--- config.mk ---
export PLATFORM = sky130hd
export DESIGN_NAME = fp_accum_ctrl
export DESIGN_NICKNAME = d
export VERILOG_FILES = /design/src/rtl/fp_accum_ctrl.sv
export SDC_FILE = /design/constraint.sdc
export NUM_CORES = 1
export LEC_CHECK = 0
export CAP_MARGIN = 10
export CORE_UTILIZATION = 40
export CTS_CLUSTER_DIAMETER = 50
export CTS_CLUSTER_SIZE = 12
export DETAILED_ROUTE_END_ITERATION = 12
export GPL_TIMING_DRIVEN = 0
export PLACE_DENSITY = 0.81
export SYNTH_ARGS = -nofsm -noshare
export SYNTH_HDL_FRONTEND = slang
export SYNTH_SLANG_ARGS = --single-unit
--- constraint.sdc ---
create_clock -name clk -period 2.6 [get_ports clk]
set_input_delay 0.78 -clock clk [delete_from_list [all_inputs] [get_ports clk]]
set_output_delay 0.78 -clock clk [all_outputs]
set_load 0.05 [all_outputs]
--- src/rtl/fp_accum_ctrl.sv ---
// Stream accumulator that sequences an external combinational/pipelined FP32 adder.
// Optional special-value tracking (NaN/Inf sticky flags) when FP_ACC_SPECIALS_EN is defined.
module fp_accum_ctrl #(
  parameter int unsigned ADD_LAT = 0,
  parameter int unsigned CNT_W   = 16
) (
  input  logic             clk,
  input  logic             rst,
  input  logic             in_valid,
  output logic             in_ready,
  input  logic [31:0]      in_data,
  input  logic             in_last,
  output logic [31:0]      add_a,
  output logic [31:0]      add_b,
  input  logic [31:0]      add_s,
  output logic             out_valid,
  input  logic             out_ready,
  output logic [31:0]      out_data,
  output logic [CNT_W-1:0] out_count
);

  localparam int unsigned LAT_W = $clog2(ADD_LAT + 2);
`ifdef FP_ACC_SPECIALS_EN
  localparam logic [31:0] QNAN = 32'h7FC0_0000;
  localparam logic [31:0] PINF = 32'h7F80_0000;
  localparam logic [31:0] NINF = 32'hFF80_0000;
`endif

  typedef enum logic [1:0] {ACCUM, BUSY, OUT} state_t;

  state_t             state, state_d;
  logic [31:0]        acc_q, acc_d;
  logic [31:0]        op_q, op_d;
  logic               last_q, last_d;
  logic [CNT_W-1:0]   cnt, cnt_d;
  logic [LAT_W-1:0]   lat, lat_d;
  logic               in_ready_d, out_valid_d;
  logic [31:0]        out_data_d;
`ifdef FP_ACC_SPECIALS_EN
  logic               nan_q, nan_d, pinf_q, pinf_d, ninf_q, ninf_d;
`endif

  assign add_a     = acc_q;
  assign add_b     = op_q;
  assign out_count = cnt;

  // State and datapath registers; handshake flags and result are registered from next-state values.
  always_ff @(posedge clk) begin
    if (rst) begin
      state     <= ACCUM;
      acc_q     <= '0;
      op_q      <= '0;
      last_q    <= 1'b0;
      cnt       <= '0;
      lat       <= '0;
      in_ready  <= 1'b1;
      out_valid <= 1'b0;
      out_data  <= '0;
`ifdef FP_ACC_SPECIALS_EN
      nan_q     <= 1'b0;
      pinf_q    <= 1'b0;
      ninf_q    <= 1'b0;
`endif
    end else begin
      state     <= state_d;
      acc_q     <= acc_d;
      op_q      <= op_d;
      last_q    <= last_d;
      cnt       <= cnt_d;
      lat       <= lat_d;
      in_ready  <= in_ready_d;
      out_valid <= out_valid_d;
      out_data  <= out_data_d;
`ifdef FP_ACC_SPECIALS_EN
      nan_q     <= nan_d;
      pinf_q    <= pinf_d;
      ninf_q    <= ninf_d;
`endif
    end
  end

  // Next-state and datapath updates.
  always_comb begin
    state_d = state;
    acc_d   = acc_q;
    op_d    = op_q;
    last_d  = last_q;
    cnt_d   = cnt;
    lat_d   = lat;
`ifdef FP_ACC_SPECIALS_EN
    nan_d   = nan_q;
    pinf_d  = pinf_q;
    ninf_d  = ninf_q;
`endif

    case (state)
      ACCUM: begin
        if (in_valid && in_ready) begin
          op_d    = in_data;
          last_d  = in_last;
          lat_d   = '0;
          state_d = BUSY;
          if (cnt != {CNT_W{1'b1}}) cnt_d = cnt + CNT_W'(1);
`ifdef FP_ACC_SPECIALS_EN
          // Specials bypass the adder: record them and add +0 instead.
          if (in_data[30:23] == 8'hFF) begin
            op_d = '0;
            if (in_data[22:0] != 23'd0) nan_d  = 1'b1;
            else if (in_data[31])       ninf_d = 1'b1;
            else                        pinf_d = 1'b1;
          end
`endif
        end
      end
      BUSY: begin
        if (lat == LAT_W'(ADD_LAT)) begin
          acc_d   = add_s;
`ifdef FP_ACC_SPECIALS_EN
          if (add_s[30:23] == 8'hFF) begin
            acc_d = acc_q;
            if (add_s[31]) ninf_d = 1'b1;
            else           pinf_d = 1'b1;
          end
`endif
          state_d = last_q ? OUT : ACCUM;
        end else begin
          lat_d = lat + LAT_W'(1);
        end
      end
      OUT: begin
        if (out_ready) begin
          acc_d   = '0;
          cnt_d   = '0;
          state_d = ACCUM;
`ifdef FP_ACC_SPECIALS_EN
          nan_d   = 1'b0;
          pinf_d  = 1'b0;
          ninf_d  = 1'b0;
`endif
        end
      end
      default: state_d = ACCUM;
    endcase

    in_ready_d  = (state_d == ACCUM);
    out_valid_d = (state_d == OUT);

`ifdef FP_ACC_SPECIALS_EN
    if (nan_d || (pinf_d && ninf_d)) out_data_d = QNAN;
    else if (pinf_d)                 out_data_d = PINF;
    else if (ninf_d)                 out_data_d = NINF;
    else                             out_data_d = acc_d;
`else
    out_data_d = acc_d;
`endif
  end

endmodule

==> out/results.txt <==
status = finished, final reports clean
Cell Chain, Critical Path = clkdlybuf4s50_1
fillcell total = 700
Post-DRT Antenna Nets = 0
vertical die dimension = 96.1 um
Peak VDD IR = 0.000334 V
initial antenna violation count = 0
Pins Over Slew Limit = 0
clock sinks = 85
die area = 9240 um2
clk buf depth = 2
Synth Warn # = 0
Achievable Freq = 401 MHz
total power = 3.06 mW
DR iter-0 viols = 251
R2R setup slack = 0.32 ns
crit path launch type = flop
Post-CTS Hold Fix Bufs = 0
synthesized area = 3540 um2
# DRC = 0
clk slew on worst S/H paths = 0.08 ns
IO Pins = 183
Final TNS setup = 0 ns
most common cell after layout, fill and taps aside = clkdlybuf4s50_1
Synth Instances = 451
root buffer cell = clkbuf_8
Avg Inst Size Synth = 7.86 um2
HPWL Detailed = 8200 um
Skew-Pair Late Insertion Delay = 0.34 ns
commonest cells after routing, fill and taps aside = clkdlybuf4s50_1 (181), nand2_1 (108), dfxtp_1 (85), a21oi_1 (75), nand3_1 (47)
Core Util, Final = 0.676
area of the multi-input gates = 1490 um2
Routed wire per std cell = 14.3 um
area added between synthesis and finish = 59.9%
worst slew pin tran = 0.632 ns
final setup violation count = 0
DR vias/cell = 5.12
Arr. time, crit path = 1.72 ns
syn nets = 521
vias in the first global route = 3442
gr ovfl total = 0
sequential element share of the synthesized area = 0.480
Critical Path RT = 1.82 ns
Layout Skew = 0.00877 ns
final setup margin = 0.104 ns
Core Box Area = 8380 um2
nets@finish = 713
worst path buffer plus inverter count = 1
Ant. Diodes = 0
register area = 1700 um2
largest net degree at the start of global routing = 13
Horiz. Die Dim = 96.1 um
Max Cap Viol = 0
CP delay by family, top = buffers and inverters
final hold slack = 0.455 ns
Post-Place Worst Slack = -0.325 ns
crit share post-route = 0.960
LEAKAGE = 2.05 nW
RSZ-0062 raised after global routing = no
#FFs+latches synth = 85
CP Capture Type = primary output
kind of critical path = reg2out
I/O Buffers = 181
initial core utilization = 0.423
row count = 33
first-pass GRT wire length = 16400 um
Rel. slew slack = 0.575
CTS Buf Count = 9
CTS tree = yes
pwr dens = 540 nW/um2
total track usage = 0.229
via count = 3853
Post-Route WL = 10800 um
Critical Path Max Stage Delay = 0.87 ns
layout cells sized above 1 = 0.0804
H-tree lvl count = 3
Worst Path Max Fanout = 8
Yosys cell types = 35
GPL Wtd Cong = 0.904
final hold viol count = 0
worst min-delay path class = reg2reg
drt pass-1 iters = 4
slowest CP cell = clkdlybuf4s50_1
Tmin final = 2.50 ns
## synth_stat cells
master / count / area [um2]
ha_1: 1 / 12.5
mux2i_1: 1 / 10.0
nor4_1: 1 / 6.26
a31oi_1: 5 / 31.3
o221a_1: 1 / 11.3
nand2_1: 108 / 405
or4_4: 1 / 11.3
nand3_1: 47 / 235
or3_1: 3 / 18.8
nor3_2: 1 / 10.0
buf_4: 32 / 240
and4_1: 2 / 17.5
buf_1: 3 / 11.3
nor3_1: 4 / 20.0
nor2b_1: 2 / 12.5
a211oi_1: 1 / 7.51
a22oi_1: 1 / 7.51
o41ai_1: 2 / 17.5
a211oi_2: 1 / 12.5
and2_1: 1 / 6.26
clkbuf_1: 26 / 97.6
nand4bb_1: 1 / 11.3
o211ai_1: 3 / 22.5
or4_1: 2 / 15.0
o31ai_1: 1 / 7.51
inv_1: 1 / 3.75
o21ai_0: 10 / 50.1
nand2b_1: 3 / 18.8
dfxtp_1: 85 / 1700
nand4_1: 5 / 31.3
and3_1: 3 / 18.8
a21oi_1: 75 / 375
nor2_1: 16 / 60.1
nor4_2: 1 / 12.5
nand4_2: 1 / 12.5
## layer usage
metal	GRT usage	wire (um)	up-vias
li1	-	-	1897
met4	0.0796	151	0
met5	0	0	-
met2	0.386	5300	181
met3	0.0821	1130	20
met1	0.266	4210	1755
## through the flow
| step | std cells | cell area, um2 |
|---|---|---|
| finish | 752 | 5670 |
| floorplan | 451 | 3540 |
| CTS | 752 | 5660 |
| global placement | 737 | 5490 |
| global route | 752 | 5670 |
| detailed placement | 737 | 5490 |
## kinds of logic after synthesis
group / Yosys count / share of synthesized area
flip-flops: 85 / 0.480
multiplexers: 1 / 0.00282
buffers and inverters: 62 / 0.0996
adder cells (fa/ha/maj): 1 / 0.00353
AO/OA/AOI/OAI: 100 / 0.153
AND/OR/NAND/NOR: 202 / 0.261
## timing repair
item	CTS	global route
setup buffers	0	0
resized for setup	0	4
endpoints found under the setup margin	0	25
endpoints found under the hold margin	0	0
## area by class of cell
type | count | area share
Multi-Input combinational cell | 304 | 0.263
Tap cell | 105 | 0.0232
Clock inverter | 1 | 0.000883
Clock buffer | 14 | 0.0305
Buffer | 61 | 0.0620
Sequential cell | 85 | 0.300
Timing Repair Buffer | 181 | 0.320
Inverter | 1 | 0.000662
## final timing paths
path	cells past startpoint	startpoint	endpoint
worst max register to register	6	out_count[0]$_SDFFE_PP0P_	out_count[4]$_SDFFE_PP0P_
worst min register to register	2	add_b[3]$_SDFFE_PP0P_	add_b[3]$_SDFFE_PP0P_
worst min-delay path	2	add_b[3]$_SDFFE_PP0P_	add_b[3]$_SDFFE_PP0P_
worst max-delay path	1	out_count[2]$_SDFFE_PP0P_	out_count[2]
## sequential cells by signal (all words and copies together), names as in the netlist
register	count
add_b	32
in_ready	1
add_a	32
state	2
last_q	1
out_valid	1
out_count	16
## report_power, final
group | total (mW) | switching [mW] | leakage [nW] | internal [mW]
combinational | 0.795 | 0.489 | 1.27 | 0.307
clock | 0.856 | 0.435 | 0.0926 | 0.421
sequential | 1.41 | 0.0438 | 0.693 | 1.36
total | 3.06 | 0.967 | 2.05 | 2.09
No activity file was read; power rests on OpenSTA's default activity.
